<file path="src/rtl/uart_cmd_bridge.sv">
// uart_cmd_bridge: host command engine turning a UART byte stream into GPIO, cfg-register and 16-bit memory accesses.
// Latency: pin/reg writes and 1-byte replies land one cycle after the final byte; mem_req rises one cycle after the last needed byte.
// Backpressure: tx byte held until tx_ready, mem_req held until mem_ack; rx is never stalled, a 1-byte hold absorbs bytes while busy.
// Ports:
//   sys_clk, sys_rst_n            clock, async active-low reset
//   rx_valid, rx_data             incoming byte stream (one-cycle pulses)
//   tx_valid, tx_data, tx_ready   reply bytes, ready/valid handshake
//   mem_req/we/addr/wdata         memory master request, held until mem_ack
//   mem_rdata, mem_ack            memory completion (rdata valid with ack)
//   in_pins, out_pins             sampled / driven GPIO bytes
//   cfg_regs                      host-written config register bank
//   out_clk, out_rst              host-driven clock and reset pins
//   busy, err_count               FSM not idle / saturating error count
module uart_cmd_bridge #(
  parameter int N_IN    = 8,
  parameter int N_OUT   = 8,
  parameter int N_REGS  = 8,
  parameter int ADDR_B  = 3,
  parameter int TIMEOUT = 1000000
) (
  input  logic                  sys_clk,
  input  logic                  sys_rst_n,
  input  logic                  rx_valid,
  input  logic [7:0]            rx_data,
  output logic                  tx_valid,
  output logic [7:0]            tx_data,
  input  logic                  tx_ready,
  output logic                  mem_req,
  output logic                  mem_we,
  output logic [8*ADDR_B-1:0]   mem_addr,
  output logic [15:0]           mem_wdata,
  input  logic [15:0]           mem_rdata,
  input  logic                  mem_ack,
  input  logic [8*N_IN-1:0]     in_pins,
  output logic [8*N_OUT-1:0]    out_pins,
  output logic [8*N_REGS-1:0]   cfg_regs,
  output logic                  out_clk,
  output logic                  out_rst,
  output logic                  busy,
  output logic [7:0]            err_count
);

  localparam int ADDR_W = 8 * ADDR_B;
  localparam int TO_W   = $clog2(TIMEOUT + 1);

  localparam logic [4:0]      N_IN_L   = 5'(N_IN);
  localparam logic [4:0]      N_OUT_L  = 5'(N_OUT);
  localparam logic [4:0]      N_REGS_L = 5'(N_REGS);
  localparam logic [3:0]      IA       = 4'(ADDR_B);   // arg index of the first byte after the address
  localparam logic [TO_W-1:0] TO_LAST  = TO_W'(TIMEOUT - 1);

  localparam logic [7:0] OP_MWR = 8'hA0;
  localparam logic [7:0] OP_MRD = 8'hA1;
  localparam logic [7:0] OP_BWR = 8'hA2;
  localparam logic [7:0] OP_BRD = 8'hA3;

  typedef enum logic [1:0] {
    S_IDLE = 2'd0,
    S_ARG  = 2'd1,
    S_MEM  = 2'd2,
    S_TX   = 2'd3
  } state_e;

  state_e              state_q, state_d;
  logic [7:0]          op_q, op_d;
  logic [3:0]          idx_q, idx_d;
  logic [ADDR_W-1:0]   addr_q, addr_d;
  logic [7:0]          len_q, len_d;
  logic [15:0]         wdata_q, wdata_d;
  logic [7:0]          rhi_q, rhi_d;
  logic                tx_hi_q, tx_hi_d;
  logic                tx_vld_q, tx_vld_d;
  logic [7:0]          tx_dat_q, tx_dat_d;
  logic                mem_req_q, mem_req_d;
  logic                mem_we_q, mem_we_d;
  logic                hold_vld_q, hold_vld_d;
  logic [7:0]          hold_q, hold_d;
  logic                abort_q, abort_d;
  logic [TO_W-1:0]     to_cnt_q, to_cnt_d;
  logic [7:0]          err_q, err_d;
  logic [8*N_OUT-1:0]  out_pins_q, out_pins_d;
  logic [8*N_REGS-1:0] cfg_q, cfg_d;
  logic                out_clk_q, out_clk_d;
  logic                out_rst_q, out_rst_d;

  logic       cmd_vld;
  logic [7:0] cmd_dat;
  logic [3:0] nib;
  logic [7:0] in_sel;
  logic [7:0] cfg_sel;
  logic       err_evt;
  logic       timeout;

  always_comb begin
    state_d    = state_q;
    op_d       = op_q;
    idx_d      = idx_q;
    addr_d     = addr_q;
    len_d      = len_q;
    wdata_d    = wdata_q;
    rhi_d      = rhi_q;
    tx_hi_d    = tx_hi_q;
    tx_vld_d   = tx_vld_q;
    tx_dat_d   = tx_dat_q;
    mem_req_d  = mem_req_q;
    mem_we_d   = mem_we_q;
    hold_vld_d = hold_vld_q;
    hold_d     = hold_q;
    abort_d    = abort_q;
    to_cnt_d   = '0;
    out_pins_d = out_pins_q;
    cfg_d      = cfg_q;
    out_clk_d  = out_clk_q;
    out_rst_d  = out_rst_q;
    err_evt    = 1'b0;
    timeout    = 1'b0;
    cmd_vld    = 1'b0;
    // A held byte is older than anything arriving now, so it is parsed first.
    cmd_dat    = hold_vld_q ? hold_q : rx_data;
    nib        = cmd_dat[3:0];

    in_sel = 8'h00;
    for (int p = 0; p < N_IN; p++) begin
      if (nib == 4'(p)) in_sel = in_pins[8*p +: 8];
    end
    cfg_sel = 8'h00;
    for (int r = 0; r < N_REGS; r++) begin
      if (nib == 4'(r)) cfg_sel = cfg_q[8*r +: 8];
    end

    // Byte intake: parsed directly while IDLE/ARG, parked in the hold while MEM/TX.
    if (state_q == S_IDLE || state_q == S_ARG) begin
      cmd_vld = hold_vld_q | rx_valid;
      if (hold_vld_q) begin
        // hold drains this cycle; a byte arriving now takes its place
        hold_vld_d = rx_valid;
        hold_d     = rx_data;
      end
    end else if (rx_valid) begin
      if (hold_vld_q) begin
        err_evt = 1'b1;
        abort_d = 1'b1;
      end else begin
        hold_vld_d = 1'b1;
        hold_d     = rx_data;
      end
    end

    // Inter-byte gap counter, only meaningful while collecting arguments.
    if (state_q == S_ARG && !cmd_vld) begin
      timeout  = (to_cnt_q == TO_LAST);
      to_cnt_d = to_cnt_q + TO_W'(1);
    end

    case (state_q)
      S_IDLE: begin
        if (cmd_vld) begin
          op_d  = cmd_dat;
          idx_d = '0;
          case (cmd_dat[7:4])
            4'h1: begin
              case (nib)
                4'h0:    out_clk_d = 1'b1;
                4'h1:    out_clk_d = 1'b0;
                4'h2:    out_rst_d = 1'b1;
                4'h3:    out_rst_d = 1'b0;
                default: err_evt   = 1'b1;
              endcase
            end
            4'h2: begin
              if ({1'b0, nib} < N_IN_L) begin
                tx_dat_d = in_sel;
                tx_vld_d = 1'b1;
                state_d  = S_TX;
              end else begin
                err_evt = 1'b1;
              end
            end
            4'h3: begin
              if ({1'b0, nib} < N_OUT_L) state_d = S_ARG;
              else                       err_evt = 1'b1;
            end
            4'h4: begin
              if ({1'b0, nib} < N_REGS_L) state_d = S_ARG;
              else                        err_evt = 1'b1;
            end
            4'h5: begin
              if ({1'b0, nib} < N_REGS_L) begin
                tx_dat_d = cfg_sel;
                tx_vld_d = 1'b1;
                state_d  = S_TX;
              end else begin
                err_evt = 1'b1;
              end
            end
            4'hA: begin
              if (nib < 4'h4) state_d = S_ARG;
              else            err_evt = 1'b1;
            end
            default: err_evt = 1'b1;
          endcase
        end
      end

      S_ARG: begin
        if (timeout) begin
          err_evt = 1'b1;
          state_d = S_IDLE;
        end else if (cmd_vld) begin
          idx_d = idx_q + 4'd1;
          if (op_q[7:4] == 4'h3) begin
            for (int p = 0; p < N_OUT; p++) begin
              if (op_q[3:0] == 4'(p)) out_pins_d[8*p +: 8] = cmd_dat;
            end
            state_d = S_IDLE;
          end else if (op_q[7:4] == 4'h4) begin
            for (int r = 0; r < N_REGS; r++) begin
              if (op_q[3:0] == 4'(r)) cfg_d[8*r +: 8] = cmd_dat;
            end
            state_d = S_IDLE;
          end else if (idx_q < IA) begin
            // address bytes arrive LSB first
            for (int b = 0; b < ADDR_B; b++) begin
              if (idx_q == 4'(b)) addr_d[8*b +: 8] = cmd_dat;
            end
            if (op_q == OP_MRD && idx_q == IA - 4'd1) begin
              mem_req_d = 1'b1;
              mem_we_d  = 1'b0;
              state_d   = S_MEM;
            end
          end else if (idx_q == IA) begin
            if (op_q == OP_MWR) begin
              wdata_d[7:0] = cmd_dat;
            end else begin
              len_d = cmd_dat;
              if (op_q == OP_BRD) begin
                mem_req_d = 1'b1;
                mem_we_d  = 1'b0;
                state_d   = S_MEM;
              end
            end
          end else if ((op_q == OP_MWR && idx_q == IA + 4'd1) ||
                       (op_q == OP_BWR && idx_q == IA + 4'd2)) begin
            wdata_d[15:8] = cmd_dat;
            mem_req_d     = 1'b1;
            mem_we_d      = 1'b1;
            state_d       = S_MEM;
          end else begin
            // burst-write low data byte
            wdata_d[7:0] = cmd_dat;
          end
        end
      end

      S_MEM: begin
        if (mem_ack) begin
          mem_req_d = 1'b0;
          if (abort_q) begin
            // overrun seen during this access: drop the rest of the command and the stale hold
            abort_d    = 1'b0;
            hold_vld_d = 1'b0;
            state_d    = S_IDLE;
          end else if (op_q == OP_BWR && len_q != 8'd0) begin
            len_d   = len_q - 8'd1;
            addr_d  = addr_q + ADDR_W'(1);
            idx_d   = IA + 4'd1;
            state_d = S_ARG;
          end else if (mem_we_q) begin
            state_d = S_IDLE;
          end else begin
            tx_dat_d = mem_rdata[7:0];
            rhi_d    = mem_rdata[15:8];
            tx_hi_d  = 1'b0;
            tx_vld_d = 1'b1;
            state_d  = S_TX;
          end
        end
      end

      S_TX: begin
        if (tx_ready) begin
          tx_vld_d = 1'b0;
          state_d  = S_IDLE;
          if (abort_q) begin
            abort_d    = 1'b0;
            hold_vld_d = 1'b0;
          end else if (op_q[7:4] == 4'hA) begin
            if (!tx_hi_q) begin
              tx_dat_d = rhi_q;
              tx_hi_d  = 1'b1;
              tx_vld_d = 1'b1;
              state_d  = S_TX;
            end else if (op_q == OP_BRD && len_q != 8'd0) begin
              // next burst word only once both bytes of this one have left
              len_d     = len_q - 8'd1;
              addr_d    = addr_q + ADDR_W'(1);
              mem_req_d = 1'b1;
              mem_we_d  = 1'b0;
              state_d   = S_MEM;
            end
          end
        end
      end

      default: state_d = S_IDLE;
    endcase

    // Coincident error sources collapse into one increment.
    err_d = err_q;
    if (err_evt && err_q != 8'hFF) err_d = err_q + 8'd1;
  end

  always_ff @(posedge sys_clk or negedge sys_rst_n) begin
    if (!sys_rst_n) begin
      state_q    <= S_IDLE;
      op_q       <= '0;
      idx_q      <= '0;
      addr_q     <= '0;
      len_q      <= '0;
      wdata_q    <= '0;
      rhi_q      <= '0;
      tx_hi_q    <= 1'b0;
      tx_vld_q   <= 1'b0;
      tx_dat_q   <= '0;
      mem_req_q  <= 1'b0;
      mem_we_q   <= 1'b0;
      hold_vld_q <= 1'b0;
      hold_q     <= '0;
      abort_q    <= 1'b0;
      to_cnt_q   <= '0;
      err_q      <= '0;
      out_pins_q <= '0;
      cfg_q      <= '0;
      out_clk_q  <= 1'b0;
      out_rst_q  <= 1'b0;
    end else begin
      state_q    <= state_d;
      op_q       <= op_d;
      idx_q      <= idx_d;
      addr_q     <= addr_d;
      len_q      <= len_d;
      wdata_q    <= wdata_d;
      rhi_q      <= rhi_d;
      tx_hi_q    <= tx_hi_d;
      tx_vld_q   <= tx_vld_d;
      tx_dat_q   <= tx_dat_d;
      mem_req_q  <= mem_req_d;
      mem_we_q   <= mem_we_d;
      hold_vld_q <= hold_vld_d;
      hold_q     <= hold_d;
      abort_q    <= abort_d;
      to_cnt_q   <= to_cnt_d;
      err_q      <= err_d;
      out_pins_q <= out_pins_d;
      cfg_q      <= cfg_d;
      out_clk_q  <= out_clk_d;
      out_rst_q  <= out_rst_d;
    end
  end

  assign tx_valid  = tx_vld_q;
  assign tx_data   = tx_dat_q;
  assign mem_req   = mem_req_q;
  assign mem_we    = mem_we_q;
  assign mem_addr  = addr_q;
  assign mem_wdata = wdata_q;
  assign out_pins  = out_pins_q;
  assign cfg_regs  = cfg_q;
  assign out_clk   = out_clk_q;
  assign out_rst   = out_rst_q;
  assign busy      = (state_q != S_IDLE);
  assign err_count = err_q;

endmodule

</file>
<file path="config.mk">
export PLATFORM = sky130hd
export DESIGN_NAME = uart_cmd_bridge
export DESIGN_NICKNAME = d
export VERILOG_FILES = /design/src/rtl/uart_cmd_bridge.sv
export SDC_FILE = /design/constraint.sdc
export NUM_CORES = 1
export LEC_CHECK = 0
export ABC_AREA = 1
export CAP_MARGIN = 40
export CORE_ASPECT_RATIO = 1.1
export CORE_MARGIN = 2
export CORE_UTILIZATION = 45
export DETAILED_ROUTE_END_ITERATION = 8
export PLACE_DENSITY = 0.71
export SETUP_SLACK_MARGIN = 0.15
export SYNTH_ARGS = -nofsm -noshare
export SYNTH_HDL_FRONTEND = slang
export SYNTH_SLANG_ARGS = --single-unit
</file>
<file path="constraint.sdc">
create_clock -name sys_clk -period 3.6 [get_ports sys_clk]
set_input_delay 0.72 -clock sys_clk [delete_from_list [all_inputs] [get_ports sys_clk]]
set_output_delay 0.72 -clock sys_clk [all_outputs]
set_load 0.02 [all_outputs]
</file>
==> results of run 1 <==
## kinds of logic after synthesis
| logic type | count (synthesis) |
|---|---|
| AO/OA/AOI/OAI | 339 |
| XOR/XNOR | 28 |
| adder cells (fa/ha/maj) | 12 |
| buffers and inverters | 219 |
| flip-flops | 250 |
| AND/OR/NAND/NOR | 824 |
## worst max-delay path, cell delays in order (launching register included)
cell	delay, ps
dfrtp_1	430
inv_1	100
ha_1	390
inv_1	230
clkdlybuf4s50_1	620
## layout make-up
type                    count  area [um^2]
fillers                  2500        11400
flip-flops and latches    250         6260
multi-input cells        1203         5960
repair buffers            304         3040
clock buffers              35          737
inverters                 148          561
well taps                 368          460
clock inverters            16          243
diodes                      2         5.00
## worst paths after layout
check	startpoint	endpoint	cells past startpoint	slack, ps
min in group sys_clk	to_cnt_q[0]$_DFF_PN0_	to_cnt_q[0]$_DFF_PN0_	1	470
min reg2reg	to_cnt_q[0]$_DFF_PN0_	to_cnt_q[0]$_DFF_PN0_	1	470
max	state_q[1]$_DFFE_PN0P_	busy	4	570
max in group asynchronous	sys_rst_n	op_q[4]$_DFFE_PN0P_	2	2570
max reg2reg	hold_vld_q$_DFF_PN0_	tx_data[4]$_DFFE_PN0P_	13	580
min	sys_rst_n	rhi_q[6]$_DFFE_PN0P_	1	150
## power groups by stage
stage	logic (W)	registers, W	clock network (W)
global placement	0.00657	0.00427	0
floorplan	0.00375	0.00468	0
global route	0.00741	0.00434	0.00321
CTS	0.00673	0.00425	0.00308
detailed placement	0.00669	0.00429	0
finish	0.00674	0.00426	0.00304
## per-layer routing
metal | global-route usage (%) | vias to the layer above | wire, um
met5 | 0 | - | 0
met3 | 6.71 | 117 | 3200
li1 | - | 6031 | -
met4 | 10.7 | 0 | 1670
met1 | 35.1 | 6066 | 17700
met2 | 46.0 | 454 | 20600
## synth_stat cells, types with 11 or more instances
cell type / count
dfrtp_1: 250
nand2_1: 441
xor2_1: 19
buf_2: 23
a21oi_1: 59
nand4_1: 41
nor2_1: 147
o21ai_1: 20
o211ai_1: 19
nor3_1: 28
o21ai_0: 209
clkbuf_1: 38
inv_1: 138
ha_1: 12
nand2_2: 11
nand3_1: 108
## metrics by stage
step           hold slack, ps  utilization (%)  cell area, um^2  worst slack, ps  total power [W]
6_report                  152             60.1            17300              570           0.0140
5_1_grt                   208             60.1            17300              255           0.0150
2_1_floorplan             424                -            13100             1610          0.00843
4_1_cts                   182             60.1            17300              567           0.0141
3_5_place_dp              461             56.7            16300              527           0.0110
3_3_place_gp              447             56.6            16200              616           0.0108
## sequential cells by signal, summed over array words and instances (netlist names), 2 cells and up
name	count
err_count	8
state_q	2
cfg_regs	64
rhi_q	8
idx_q	4
out_pins	64
op_q	8
len_q	8
mem_wdata	16
to_cnt_q	20
tx_data	8
mem_addr	24
hold_q	8
==> reports/qor.csv, run 1 <==
metric,value,unit
status,finished clean,
Layout Nets,2040,
FMAX,330,MHz
largest family of logic cells by synthesized area,simple AND/OR/NAND/NOR gates,
dominant cell type by area after synthesis,dfrtp_1,
post-synth top area share,47.7,%
routability cong.,0.919,
Synth Cell Area,13100,um^2
total number of vias,12700,
CTS tree,yes,
largest net degree at the start of global routing,87,
clk_lat worst skew,580,ps
sequential area share after synthesis,47.7,%
clock skew,28.7,ps
CTS resizes,0,
Bufs on Longest Clock Path,3,
RSZ-0062 raised after global routing,no,
worst vdd rail ir drop,547,uV
Die H,183,um
Avg Inst Size Synth,7.85,um^2
part of the cycle the worst path needs,84.2,%
CTS Buf Count,28,
number of synthesized flops with an enable pin,0,
Initial Util,45.7,%
mux cell area share after synthesis,0,%
data required time at the worst endpoint,2880,ps
Post-CTS Hold Buffers,0,
syn_nets,1777,
Post-Synth Simple-Gate Area,28.4,%
leakage power,7.70,nW
total global-route track usage,27.7,%
Rel. slew slack,38.6,%
width of the chip,167,um
first-pass GRT wire length,67.8,mm
clock sinks,250,
Synth Area in XOR/XNOR,1.87,%
final hold viol count,0,
DR WL/cell,18.6,um
"antenna viol nets, final",0,
number of global-route vias before repair,12400,
Final Max Slew Viols,0,
Starting DRT DRC Count,1003,
Clk pwr share,21.7,%
num rows,65,
Flop pwr share,30.3,%
I/O Buffers,282,
Synth area leaders,"dfrtp_1 48%, nand2_1 13%, o21ai_0 8.0%, nor2_1 4.2%, nand3_1 4.1%",
I/O Pins,283,
Post-DP HPWL,31.4,mm
placed cell count,2273,
asr flop ratio synth,100,%
area share of fa/ha/maj cells after synthesis,1.14,%
compound-gate portion of the synthesized area,14.0,%
#FFs+latches synth,250,
"Data arrival, critical path",2310,ps
initial antenna violation count,2,
Final Instance Count excl. Fillers,2326,
share of layout cells above drive strength 1,6.85,%
DR pass1 iterations,6,
setup TNS,0,ps
DRT Wirelength,43.2,mm
switching part of the total,44.6,%
Worst-Margin Slew,918,ps
DIE AREA,30600,um^2
Maximum Capacitance Violations,0,
CP Capture Type,output port,
total power divided by cell area,814,nW/um^2
predominant post-synthesis flop cell,dfrtp_1,
Via density,5.45,
library cells used by synthesis,50,
post-route minimum period,3030,ps
core area,28700,um^2
Critical Path Fanout Max,7,
Pint,0.00778,W
drc violations,0,
final setup violation count,0,
Syn Inst Count,1672,
grt total ovfl,0,
worst hold path type,in -> async,
synth-to-layout area growth,31.5,%
H-tree Lvls,1,
crit path kind,reg -> out,
"Clk pin slew, worst setup/hold paths",60,ps
Switch Pwr,0.00627,W
"commonest non-fill, non-tap cells in the layout","441 x nand2_1, 281 x clkdlybuf4s50_1, 250 x dfrtp_1, 209 x o21ai_0, 146 x nor2_1",
Post-CTS Setup Inserts,0,
Synth warnings,0,
combinational share of power,48.0,%
"commonest non-fill, non-tap cell in the layout",nand2_1,
CTS root buf,clkbuf_16,
Worst Setup Start Kind,flip-flop,
No activity file was read; power rests on OpenSTA's default activity.
==> inputs of run 2 (changes only) <==
Settings changed: PLACE_DENSITY 0.71 to 0.74.
Clock period 3.6 ns to 2.6 ns, I/O delays scaled along.
==> run 2 against run 1 <==
Combinational power rose by 46%. Power rose by 43%. Design area rose by 2.9%. Critical path depth did not move. Setup slack got worse by 310 ps. Hold slack improved by 310 ps. First-iteration DRC count fell by 2.6%. Count of clock-buffer cells in the layout rose by 1. Sequential power rose by 38%. Global-route usage rose by 0.12 points. Critical endpoint unchanged.
==> reports/qor.csv, run 2 (same netlist as run 1, synthesis figures left out) <==
metric,value,unit
CTS root buf,clkbuf_16,
leakage power,7.99,nW
core area,28700,um^2
DIE AREA,30600,um^2
clock skew,24.3,ps
Via density,5.35,
"commonest non-fill, non-tap cell in the layout",nand2_1,
Worst R2R Start,op_q[3]$_DFFE_PN0P_,
clock sinks,250,
Bufs on Longest Clock Path,3,
CP Capture Type,output port,
status,finished clean,
worst hold path type,reg -> reg,
synth-to-layout area growth,35.3,%
final hold viol count,0,
number of global-route vias before repair,12600,
final setup violation count,0,
Critical Path Fanout Max,7,
Worst-Margin Slew,857,ps
CTS Buf Count,28,
DR WL/cell,18.1,um
DRT Wirelength,42.8,mm
Initial Util,45.7,%
Clk pwr share,22.0,%
total global-route track usage,27.8,%
Final Instance Count excl. Fillers,2371,
switching part of the total,43.7,%
RSZ-0062 raised after global routing,yes,
I/O Buffers,282,
Rel. slew slack,42.8,%
crit path kind,reg -> out,
CTS tree,yes,
Pint,0.0113,W
placed cell count,2316,
clk_lat worst skew,560,ps
part of the cycle the worst path needs,90.0,%
FMAX,427,MHz
total number of vias,12700,
Switch Pwr,0.00877,W
Worst Setup SP,state_q[1]$_DFFE_PN0P_,
drc violations,0,
CP cell instances,inv_1 -> ha_2 -> inv_1 -> dlygate4sd2_1,
grt total ovfl,0,
width of the chip,167,um
Final Max Slew Viols,0,
combinational share of power,48.8,%
Layout Nets,2087,
"antenna viol nets, final",0,
total power divided by cell area,1130,nW/um^2
data required time at the worst endpoint,2080,ps
"commonest non-fill, non-tap cells in the layout","439 x nand2_1, 280 x clkdlybuf4s50_1, 249 x dfrtp_1, 209 x o21ai_0, 146 x nor2_1",
"Data arrival, critical path",1820,ps
share of layout cells above drive strength 1,9.39,%
final core area utilization,61.9,%
post-route minimum period,2340,ps
peak per-stage delay on the critical path,420,ps
Die H,183,um
Critical Path Most Common Cell,inv_1,
routability cong.,0.934,
num rows,65,
min-delay src,to_cnt_q[0]$_DFF_PN0_,
setup ws final,260,ps
DR pass1 iterations,8,
Worst Setup Start Kind,flip-flop,
I/O Pins,283,
initial antenna violation count,0,
Setup WS pre-CTS,55.1,ps
"Clk pin slew, worst setup/hold paths",60,ps
Post-DP HPWL,31.7,mm
H-tree Lvls,1,
setup TNS,0,ps
Maximum Capacitance Violations,0,
largest net degree at the start of global routing,66,
Starting DRT DRC Count,977,
Flop pwr share,29.2,%
diode count,0,
CP max-delay cell,dfrtp_1,
worst vdd rail ir drop,714,uV
first-pass GRT wire length,68.3,mm
## run 2: cell types whose count changed in the layout (fill, tap and decap cells not counted), sizes merged
cell	previous run	this run
clkdlybuf4s50	281	280
dlygate4sd2	0	1
diode	2	0
bufinv	5	6
inv	149	148
clkbuf	35	36
clkinvlp	2	1
buf	23	69
dlygate4sd3	0	1
## run 2: what timing repair did
item | in CTS | in global routing
endpoints found under the setup margin | 1 | 89
pin swaps | 0 | 1
setup buffers | 0 | 3
gates resized for setup | 2 | 3
gates cloned | 0 | 0
endpoints found under the hold margin | 52 | 0
hold buffers | 1 | 0
## run 2: power groups by stage
stage	Sequential, W	Combinational (W)	Clock (W)
after floorplan	0.00648	0.00519	0
after global placement	0.00588	0.00953	0
after detailed placement	0.00591	0.00971	0
after CTS	0.00587	0.00977	0.00449
after global routing	0.00599	0.0108	0.00465
final	0.00587	0.00981	0.00442
## run 2: critical path: cells and delay by family, from the launching register on
family	cells	cell delay, ps
adders and majority gates	1	300
buffers and inverters	3	550
DFF	1	420
## run 2: metrics by stage
stage	total power, W	cell area, um^2	hold WS, ps
final	0.0201	17800	460
after CTS	0.0201	17700	465
after global routing	0.0214	17800	490
after detailed placement	0.0156	16700	460
after floorplan	0.0117	13100	224
after global placement	0.0154	16700	445
## run 2: area by class of cell
cell class / count / area (um^2)
Fill cell: 2515 / 10900
Sequential cell: 250 / 6260
Multi-Input combinational cell: 1203 / 5970
Timing Repair Buffer: 351 / 3460
Clock buffer: 36 / 791
Inverter: 148 / 561
Tap cell: 368 / 460
Clock inverter: 15 / 260
## run 2: per-layer routing
| metal | vias to the layer above | wire length [um] | global-route usage [%] | part of all wire (%) |
|---|---|---|---|---|
| met5 | - | 0 | 0 | 0 |
| met4 | 0 | 1630 | 10.4 | 3.8 |
| li1 | 6126 | - | - | - |
| met2 | 410 | 20400 | 45.7 | 48 |
| met1 | 6051 | 17300 | 35.3 | 41 |
| met3 | 104 | 3410 | 7.47 | 8.0 |
## run 2: worst paths after layout
path,to,slack (ps),cells after the start
min in group asynchronous,cfg_regs[55]$_DFFE_PN0P_,500,2
max reg2reg,mem_addr[23]$_DFFE_PN0P_,310,11
min,to_cnt_q[0]$_DFF_PN0_,460,1
max in group asynchronous,mem_wdata[13]$_DFFE_PN0P_,1360,3
max,busy,260,4
min reg2reg,to_cnt_q[0]$_DFF_PN0_,460,1
